### config.mk
export PLATFORM = sky130hd
export DESIGN_NAME = sd_request_arbiter
export DESIGN_NICKNAME = d
export VERILOG_FILES = /design/src/rtl/sd_request_arbiter.sv
export SDC_FILE = /design/constraint.sdc
export NUM_CORES = 1
export LEC_CHECK = 0
export BUFFER_PORTS_ARGS = -buffer_cell sky130_fd_sc_hd__buf_2
export CORE_ASPECT_RATIO = 1.25
export CORE_MARGIN = 8
export CORE_UTILIZATION = 30
export DETAILED_ROUTE_END_ITERATION = 10
export PLACE_DENSITY_LB_ADDON = 0.12
export SYNTH_ARGS = -nofsm -noshare
export SYNTH_HDL_FRONTEND = slang
export SYNTH_SLANG_ARGS = --single-unit
### constraint.sdc
create_clock -name i_clk -period 1.35 [get_ports i_clk]
set_input_delay 0.0675 -clock i_clk [delete_from_list [all_inputs] [get_ports i_clk]]
set_output_delay 0.0675 -clock i_clk [all_outputs]
set_load 0.05 [all_outputs]
### src/rtl/sd_request_arbiter.sv
// Two-port round-robin arbiter in front of a single SD controller command register.
// Optional BUSY watchdog is compiled in with `define SD_ARB_TIMEOUT_EN.
module sd_request_arbiter #(
    parameter int unsigned ADDR_W         = 32,
    parameter int unsigned HOLDOFF_CYCLES = 4,
    parameter int unsigned TIMEOUT_CYCLES = 1000000
) (
    input  logic              i_clk,
    input  logic              i_rst,

    input  logic              i_req0,
    input  logic              i_we0,
    input  logic [ADDR_W-1:0] i_addr0,
    input  logic [7:0]        i_wdata0,
    output logic              o_ack0,
    output logic [7:0]        o_rdata0,
    output logic [7:0]        o_status0,
    output logic              o_err0,

    input  logic              i_req1,
    input  logic              i_we1,
    input  logic [ADDR_W-1:0] i_addr1,
    input  logic [7:0]        i_wdata1,
    output logic              o_ack1,
    output logic [7:0]        o_rdata1,
    output logic [7:0]        o_status1,
    output logic              o_err1,

    output logic [7:0]        o_sd_ctrl,
    output logic [ADDR_W-1:0] o_sd_addr,
    output logic [7:0]        o_sd_wdata,
    input  logic [7:0]        i_sd_rdata,
    input  logic [7:0]        i_sd_status,
    input  logic              i_sd_done,

    output logic              o_busy,
    output logic              o_grant
);

    typedef enum logic [1:0] {
        IDLE,
        BUSY,
        RESP,
        HOLDOFF
    } state_t;

    localparam int unsigned HO_W      = $clog2(HOLDOFF_CYCLES + 1);
    localparam logic [7:0] CTRL_NOP   = 8'd0;
    localparam logic [7:0] CTRL_READ  = 8'd1;
    localparam logic [7:0] CTRL_WRITE = 8'd2;

    if (HOLDOFF_CYCLES < 1) begin : g_bad_holdoff
        $error("HOLDOFF_CYCLES must be at least 1");
    end
    if (TIMEOUT_CYCLES < 1) begin : g_bad_timeout
        $error("TIMEOUT_CYCLES must be at least 1");
    end

    state_t            state_q, state_d;
    logic              rr_next_q, rr_next_d;
    logic              grant_q, grant_d;
    logic              busy_q, busy_d;
    logic [7:0]        sd_ctrl_q, sd_ctrl_d;
    logic [ADDR_W-1:0] sd_addr_q, sd_addr_d;
    logic [7:0]        sd_wdata_q, sd_wdata_d;
    logic [HO_W-1:0]   hold_cnt_q, hold_cnt_d;
    logic              ack0_q, ack0_d, ack1_q, ack1_d;
    logic [7:0]        rdata0_q, rdata0_d, rdata1_q, rdata1_d;
    logic [7:0]        status0_q, status0_d, status1_q, status1_d;

    logic              pick;
    logic              pick_we;
    logic              cap_en;
    logic [7:0]        cap_rdata;
    logic [7:0]        cap_status;

`ifdef SD_ARB_TIMEOUT_EN
    localparam int unsigned TO_W = $clog2(TIMEOUT_CYCLES + 1);
    localparam logic [TO_W-1:0] TO_LAST = TO_W'(TIMEOUT_CYCLES - 1);

    logic [TO_W-1:0]   busy_cnt_q, busy_cnt_d;
    logic              err0_q, err0_d, err1_q, err1_d;
    logic              cap_err;
`endif

    always_comb begin
        state_d    = state_q;
        rr_next_d  = rr_next_q;
        grant_d    = grant_q;
        sd_ctrl_d  = sd_ctrl_q;
        sd_addr_d  = sd_addr_q;
        sd_wdata_d = sd_wdata_q;
        hold_cnt_d = hold_cnt_q;
        ack0_d     = 1'b0;
        ack1_d     = 1'b0;
        rdata0_d   = rdata0_q;
        rdata1_d   = rdata1_q;
        status0_d  = status0_q;
        status1_d  = status1_q;
        pick       = 1'b0;
        pick_we    = 1'b0;
        cap_en     = 1'b0;
        cap_rdata  = '0;
        cap_status = '0;
`ifdef SD_ARB_TIMEOUT_EN
        busy_cnt_d = busy_cnt_q;
        err0_d     = err0_q;
        err1_d     = err1_q;
        cap_err    = 1'b0;
`endif

        unique case (state_q)
            IDLE: begin
                if (i_req0 || i_req1) begin
                    // With both requesting the pointer decides; otherwise the lone requester wins.
                    pick       = (i_req0 && i_req1) ? rr_next_q : i_req1;
                    pick_we    = pick ? i_we1 : i_we0;
                    grant_d    = pick;
                    rr_next_d  = ~pick;
                    sd_addr_d  = pick ? i_addr1 : i_addr0;
                    sd_wdata_d = pick ? i_wdata1 : i_wdata0;
                    sd_ctrl_d  = pick_we ? CTRL_WRITE : CTRL_READ;
                    state_d    = BUSY;
`ifdef SD_ARB_TIMEOUT_EN
                    busy_cnt_d = '0;
`endif
                end
            end
            BUSY: begin
                if (i_sd_done) begin
                    cap_en     = 1'b1;
                    cap_rdata  = i_sd_rdata;
                    cap_status = i_sd_status;
                end
`ifdef SD_ARB_TIMEOUT_EN
                else if (busy_cnt_q == TO_LAST) begin
                    cap_en     = 1'b1;
                    cap_status = 8'hFF;
                    cap_err    = 1'b1;
                end else begin
                    busy_cnt_d = busy_cnt_q + 1'b1;
                end
`endif
                if (cap_en) begin
                    // Ack is registered on the done edge so it is high exactly while in RESP.
                    sd_ctrl_d = CTRL_NOP;
                    state_d   = RESP;
                    ack0_d    = ~grant_q;
                    ack1_d    = grant_q;
                end
            end
            RESP: begin
                hold_cnt_d = HO_W'(HOLDOFF_CYCLES);
                state_d    = HOLDOFF;
            end
            HOLDOFF: begin
                hold_cnt_d = hold_cnt_q - 1'b1;
                if (hold_cnt_q == HO_W'(1)) begin
                    state_d = IDLE;
                end
            end
            default: begin
                state_d = IDLE;
            end
        endcase

        if (cap_en) begin
            if (grant_q) begin
                rdata1_d  = cap_rdata;
                status1_d = cap_status;
`ifdef SD_ARB_TIMEOUT_EN
                err1_d    = cap_err;
`endif
            end else begin
                rdata0_d  = cap_rdata;
                status0_d = cap_status;
`ifdef SD_ARB_TIMEOUT_EN
                err0_d    = cap_err;
`endif
            end
        end

        busy_d = (state_d != IDLE);
    end

    always_ff @(posedge i_clk) begin
        if (i_rst) begin
            state_q    <= IDLE;
            rr_next_q  <= 1'b0;
            grant_q    <= 1'b0;
            busy_q     <= 1'b0;
            sd_ctrl_q  <= CTRL_NOP;
            sd_addr_q  <= '0;
            sd_wdata_q <= '0;
            hold_cnt_q <= '0;
            ack0_q     <= 1'b0;
            ack1_q     <= 1'b0;
            rdata0_q   <= '0;
            rdata1_q   <= '0;
            status0_q  <= '0;
            status1_q  <= '0;
`ifdef SD_ARB_TIMEOUT_EN
            busy_cnt_q <= '0;
            err0_q     <= 1'b0;
            err1_q     <= 1'b0;
`endif
        end else begin
            state_q    <= state_d;
            rr_next_q  <= rr_next_d;
            grant_q    <= grant_d;
            busy_q     <= busy_d;
            sd_ctrl_q  <= sd_ctrl_d;
            sd_addr_q  <= sd_addr_d;
            sd_wdata_q <= sd_wdata_d;
            hold_cnt_q <= hold_cnt_d;
            ack0_q     <= ack0_d;
            ack1_q     <= ack1_d;
            rdata0_q   <= rdata0_d;
            rdata1_q   <= rdata1_d;
            status0_q  <= status0_d;
            status1_q  <= status1_d;
`ifdef SD_ARB_TIMEOUT_EN
            busy_cnt_q <= busy_cnt_d;
            err0_q     <= err0_d;
            err1_q     <= err1_d;
`endif
        end
    end

    assign o_sd_ctrl  = sd_ctrl_q;
    assign o_sd_addr  = sd_addr_q;
    assign o_sd_wdata = sd_wdata_q;
    assign o_busy     = busy_q;
    assign o_grant    = grant_q;
    assign o_ack0     = ack0_q;
    assign o_ack1     = ack1_q;
    assign o_rdata0   = rdata0_q;
    assign o_rdata1   = rdata1_q;
    assign o_status0  = status0_q;
    assign o_status1  = status1_q;
`ifdef SD_ARB_TIMEOUT_EN
    assign o_err0     = err0_q;
    assign o_err1     = err1_q;
`else
    assign o_err0     = 1'b0;
    assign o_err1     = 1'b0;
`endif

endmodule

# Word-level counts from Yosys, hierarchy flattened
# Index checks and enable logic that the tools add are counted.
# op_classes
n_addsub,1
eq_ne,6
mux,20
bitwise_logic,4
n_reduce_logical,11
# ops
op,count
$mux 8,7
$mux 32,1
$pmux 8 s2,1
$mux 2,4
$pmux 2 s4,1
$pmux 3 s2,1
$reduce_and 2->1,3
$reduce_bool 2->1,3
$mux 1,5
$eq 2x2->1 const B,2
$ne 2x2->1 const B,2
$not 1->1,4
$eq 3x1->1 const B,1
$reduce_and 3->1,1
$reduce_or 3->1,1
$sub 3x1->3 const B,1
$eq 2x1->1 const B,1
$logic_not 2->1,1
$logic_and 1x1->1,1
$logic_or 1x1->1,1
# word_totals
regBits,90
inputBits,103
out_inout_bits,86
elab_cells,56

# Longest topological paths before layout
# Gate-level depths: netlist of the first run.
# logic_depth
word_depth,6
ltp_mapped,7
mapped_depth_nobuf,6

# Least setup slack after synthesis of the first run
# Ideal clock, no wire load.
# synth_timing
kind,register to register
startpoint,register grant_q (netlist: o_grant)
endpoint,register status1_q[5] (netlist: o_status1[5])
setup_time_ns,0.134
arrival_ns,1.501
required_ns,1.216
setup_slack_ns,-0.285
stages_incl_launch_ff,7
path_buffers,2
period_less_slack_ns,1.635
cell_sequence,dfxtp_1 -> inv_1 -> or2_2 -> buf_2 -> buf_2 -> nand2_1 -> a21oi_1
# synth_via
elab_chain_len,1
# synth_rtl
element,line_no,text
"start, declared",61,"logic grant_q, grant_d;"
"start signal, assigned",210,grant_q <= grant_d;
$reduce_and 2->1 (no line),n/a,
"end signal, assigned",221,status1_q <= status1_d;
"end, declared",69,"logic [7:0] status0_q, status0_d, status1_q, status1_d;"
# No other way between the ends.
# A chain may end at the register's enable or synchronous reset.

# Final worst setup path of the first run
# layout_timing
startpoint,register state_q[0]
endpoint,register sd_addr_q[31] (netlist: o_sd_addr[31])
# layout_via
elab_chain_len,2
# layout_rtl
element,line_no,text
"start, declared",59,"state_t state_q, state_d;"
"start signal, assigned",208,state_q <= state_d;
$logic_not 2->1,112,unique case (state_q)
$reduce_and 2->1 (no line),n/a,
"end signal, assigned",213,sd_addr_q <= sd_addr_d;
"end, declared",64,"logic [ADDR_W-1:0] sd_addr_q, sd_addr_d;"
# No other way between the ends.

==> metrics.csv, run 1 <==
metric;value;unit
multi_input_area;1530;sq um
synth_seq_cells;84;
syn_inst;395;
dp_hpwl;8070;um
rr_worst_depth;6;
startpoint_type;flop;
worstHoldEndpoint;o_sd_addr[2];
grt_usage;15.4;%
grt_pass1_wl;18800;um
core-area;11000;sq um
path_class;reg -> reg;
antenna_left;0;
gp_congestion;0.738;
fmax;0.691;GHz
fin_util;50.5;%
seq_area_frac_synth;50.1;%
r2r-end;o_sd_addr[31];
rows;43;
timing.rr.start;state_q[0];
path_max_fanout;8;
start_util;30.4;%
wl;12000;um
peakVddDrop;676;uV
setup_violations;40;
period_needed;1450;ps
synth_area_per_cell;8.50;sq um
vias;3652;
area_growth;65.9;%
cts_buffers;9;
failed_checks;setup timing;
die_area;14900;sq um
yosys-top-cells-area;dfxtp_1, nand2_1, a21oi_1, a22oi_1, buf_6;
synthArstFlopShare;0;%
cap_violations;0;
report.final.slew_viol_count;0;
final_cells;783;
antenna_found_initial;0;
clock_sinks;84;
ios;189;
fillers;1044;
ff_latch_area;1690;sq um
synthTopCellsByCount;nand2_1, dfxtp_1, a21oi_1;
clk_pin_slew;70;ps
yosysWarnings;0;
end_kind;flop;
htreeDepth;3;
yosysTopAreaCellShare;50.1;%
antenna_cells;0;
die_w;111;um
worstPathArrival;1720;ps
rsz0062_at_grt;true;
synth_cell_types;34;
synthFlopType;dfxtp_1;
dp_slack;-66.8;ps
outcome;finished, violations left;
clock_latency;340;ps
clockBufferDepth;2;
avgRoutedWirePerCell;15.4;um
gr-total-overflow;0;
p_per_area;1300;nW/um^2
layout-drive-gt1-share;40.6;%
cts-root-buf;clkbuf_16;
leakagePower;0.00249;uW
drc;0;
whs_path_depth;3;
holdWs;11.1;ps
nNetsFinal;748;
min_period_over_period;107;%
grt_pass1_vias;3717;
dr.pass1.iters;5;
synth_edf_count;0;
finalClockSkew;7.86;ps
die-height;134;um
drt_iter0_drc;174;
min_from;i_addr0[2];
timing.final.ws_setup;-96.9;ps
yosysMostFrequentCell;nand2_1;
syn_area;3360;sq um
vias_per_cell;4.66;
cts_tree;built;
rrSetupSlack;-100;ps
cp_data_required_time;1630;ps
grt_max_degree;30;
dp_cells;699;
synth_top_area_cell;dfxtp_1;
hold_path.class;in -> reg;
port_buffers;180;
finalHoldViolations;0;
## placed cells by master, fill, tap and decap left out, types with 3 or more instances in the layout
cell and count:
a21oi_1 70, a21oi_2 12, a22oi_1 31, a22oi_2 9, buf_12 7, buf_2 180
buf_4 11, buf_6 9, clkbuf_16 11, conb_1 8, dfxtp_1 81, dfxtp_2 3
dlygate4sd3_1 56, inv_1 5, nand2_1 109, nor2_1 9, nor2_4 3, or2_4 3
## how the worst max path moves through the flow
stage	startpoint	to	slack, ps	cells after the start
finish	state_q[0]	o_sd_addr[31]	-100	6
global route	state_q[0]	o_sd_addr[15]	-190	6
floorplan	state_q[1]	o_sd_addr[0]	-8	6
global placement	state_q[0]	o_sd_addr[5]	-30	5
detailed placement	state_q[0]	o_sd_wdata[5]	-70	5
CTS	state_q[0]	o_sd_wdata[5]	-80	6
## report_power, final
group	total [uW]	switching [uW]	internal, uW	leakage (uW)
Combinational	1940	1210	726	0.00165
Sequential	2750	97.6	2660	0.000688
Clock	2550	1090	1460	0.000145
Total	7240	2400	4840	0.00249
## repair_timing
action / 4_1_cts / 5_1_grt
resized for setup: 9 / 23
endpoints found under the hold margin: 72 / 0
cloned: 3 / 4
pin swaps: 3 / 14
setup buffers: 5 / 1
endpoints found under the setup margin: 43 / 68
hold buffers: 56 / 0
## registers in the layout (all words and copies together) (netlist names)
| signal | count |
|---|---|
| o_sd_ctrl | 2 |
| o_rdata0 | 8 |
| o_grant | 1 |
| o_sd_wdata | 8 |
| o_status1 | 8 |
| o_ack1 | 1 |
| o_status0 | 8 |
| o_ack0 | 1 |
| hold_cnt_q | 3 |
| o_busy | 1 |
| state_q | 2 |
| rr_next_q | 1 |
| o_sd_addr | 32 |
| o_rdata1 | 8 |
## per-stage QoR
stage / total power, uW / area, sq um / TNS [ps]
floorplan: 3980 / 3410 / -223
global placement: 4460 / 4460 / -145
detailed placement: 4480 / 4460 / -1420
CTS: 7230 / 5430 / -2260
global route: 7560 / 5570 / -5610
finish: 7240 / 5570 / -2710
## kinds of logic after synthesis
logic type	Yosys count	share of synthesized area (%)
DFF	84	50.1
adders and majority gates	2	0.745
AOI/OAI and AO/OA	130	24.6
buffers and inverters	43	8.09
and+or+nand+nor	135	16.4
other	1	0.112
## per-layer routing
metal	vias up	wire [um]	GRT usage, %
met5	-	0	0
met4	0	178	5.57
met3	11	843	5.76
met2	130	5950	26.5
met1	1678	5060	16.9
li1	1833	-	-
## worst max-delay path: stages (launching register included)
cell and delay, ps:
dfxtp_2 340, or3b_4 410, nor2_4 120, buf_6 140, clkbuf_16 160, a22oi_1 80, a21oi_1 120
## cell type report
class / count / area share [%]
Inverter: 5 / 0.337
Sequential cell: 84 / 30.3
Tap cell: 135 / 3.03
Multi-Input combinational cell: 277 / 27.4
Clock buffer: 9 / 4.04
Timing Repair Buffer: 266 / 33.4
Clock inverter: 7 / 1.48
No activity file was read; power rests on OpenSTA's default activity.
==> run 2: changes to the inputs <==
--- a/config.mk
+++ b/config.mk
@@ -12,3 +12,3 @@
 export DETAILED_ROUTE_END_ITERATION = 10
-export PLACE_DENSITY_LB_ADDON = 0.12
+export PLACE_DENSITY_LB_ADDON = 0.15
 export SYNTH_ARGS = -nofsm -noshare
--- a/constraint.sdc
+++ b/constraint.sdc
@@ -3,2 +3,2 @@
 set_output_delay 0.0675 -clock i_clk [all_outputs]
-set_load 0.05 [all_outputs]
+set_load 0.01 [all_outputs]
==> metrics.csv, run 2 (same netlist as run 1, synthesis figures left out) <==
metric;value;unit;change
finalHoldViolations;0;;unchanged
peakVddDrop;783;uV;+16%
path_max_fanout;8;;unchanged
finalClockSkew;10.9;ps;+3.02 ps
final_cell_mix;buf_2, nand2_1, dfxtp_1, a21oi_1, dlygate4sd3_1;;
die_w;111;um;unchanged
path_class;reg -> reg;;
antenna_found_initial;0;;unchanged
gr-total-overflow;0;;unchanged
failed_checks;setup timing;;
final_common_cell;buf_2;;
die-height;134;um;unchanged
clock_sinks;84;;unchanged
nNetsFinal;747;;-0.13%
holdWs;29.1;ps;+18.0 ps
grt_pass1_vias;3776;;+1.6%
slew_headroom;65.7;%;
clk_pin_slew;60;ps;about the same
antenna_cells;0;;unchanged
cts-root-buf;clkbuf_16;;
die_area;14900;sq um;unchanged
cts_tree;built;;
antenna_left;0;;unchanged
tns;-1100;ps;+1620 ps
cts_buffers;9;;unchanged
p_per_area;1180;nW/um^2;-8.9%
layout-drive-gt1-share;39.3;%;-1.3 points
period_needed;1400;ps;-44.0 ps
min_period_over_period;104;%;-3.3 points
grt_max_degree;30;;unchanged
drt_iter0_drc;147;;-16%
port_buffers;180;;unchanged
end_kind;flop;;
start_util;30.4;%;unchanged
leakagePower;0.00244;uW;-1.8%
startpoint_type;flop;;
outcome;finished, violations left;;
clockBufferDepth;2;;unchanged
area_growth;61.6;%;
htreeDepth;3;;unchanged
hold_path.class;in -> reg;;
avgRoutedWirePerCell;14.7;um;-4.0%
grt_usage;14.9;%;-0.54 points
dr.pass1.iters;4;;-1
rows;43;;unchanged
fmax;0.713;GHz;+3.1%
worstPathArrival;1660;ps;-60 ps
core-area;11000;sq um;unchanged
timing.final.ws_setup;-52.8;ps;+44.0 ps
wl;11500;um;-4.2%
largest_reg_flops;32;;unchanged
cap_violations;0;;unchanged
grt_pass1_wl;18500;um;-1.9%
dp_hpwl;8170;um;+1.2%
gp_congestion;0.736;;-0.34%
clock_latency;330;ps;about the same
rsz0062_at_grt;true;;
vias;3567;;-2.3%
report.final.slew_viol_count;0;;unchanged
vias_per_cell;4.56;;-2.2%
tightest_slew;515;ps;
ios;189;;unchanged
setup_violations;36;;-10%
drc;0;;unchanged
cp_data_required_time;1610;ps;-20 ps
-- run 2: cell types whose count changed in the layout (fill, tap and decap cells not counted), moves of 2 or more --
cell,previous run,this run
a22oi_1,31,33
buf_4,11,19
a21oi_1,70,74
a21oi_2,12,8
buf_6,9,6
clkbuf_16,11,9
inv_6,2,0
clkbuf_8,0,3
buf_12,7,5
a22oi_2,9,7
-- run 2: routing by layer --
layer / global-route usage, % / vias to the layer above / wire [um]
li1: - / 1827 / -
met1: 16.1 / 1627 / 4750
met2: 26.0 / 105 / 5930
met3: 5.81 / 8 / 738
met4: 4.44 / 0 / 114
met5: 0 / - / 0
-- run 2: cell type report --
cell class	instances	area [sq um]
clock buffer	13	270
clock inverter	3	20.0
fill	1076	5600
inverter	5	18.8
multi-input combinational	276	1490
sequential	84	1680
tap	135	169
timing repair buffer	266	1770
-- run 2: report_power, final --
group          switching, uW  total (uW)  internal [uW]
combinational            655        1320            661
sequential              97.4        2750           2660
clock                    964        2360           1390
total                   1720        6430           4710
-- run 2: worst paths after layout --
kind | startpoint | to | slack (ps) | cells past startpoint
worst max-delay path | state_q[0] | o_sd_addr[23] | -50 | 5
worst min-delay path | i_addr0[31] | o_sd_addr[31] | 30 | 3
worst max register to register | state_q[0] | o_sd_addr[23] | -50 | 5
worst min register to register | o_status0[3] | o_status0[3] | 450 | 2
-- run 2: critical path: stages, from the launching register on --
cell	delay (ps)
dfxtp_2	340
or3b_4	410
nor2_4	140
buf_4	190
a22oi_1	100
a21oi_1	150
-- run 2: stage by stage --
step | worst slack [ps] | area [sq um] | std cells | power, uW | utilization (%)
2_1_floorplan | -3.99 | 3410 | 402 | 3470 | -
3_3_place_gp | -14.9 | 4480 | 706 | 3960 | 40.7
3_5_place_dp | -62.9 | 4480 | 706 | 3970 | 40.7
4_1_cts | -58.2 | 5370 | 778 | 6510 | 48.7
5_1_grt | -167 | 5430 | 782 | 6790 | 49.2
6_report | -52.8 | 5430 | 782 | 6430 | 49.2
-- run 2: timing repair --
item,in CTS,in global routing
buffers inserted,0,1
cloned,0,3
endpoints found under the hold margin,72,0
resized for setup,11,10
hold buffers,56,0
setup endpoints to repair,58,74
pin swaps,4,2
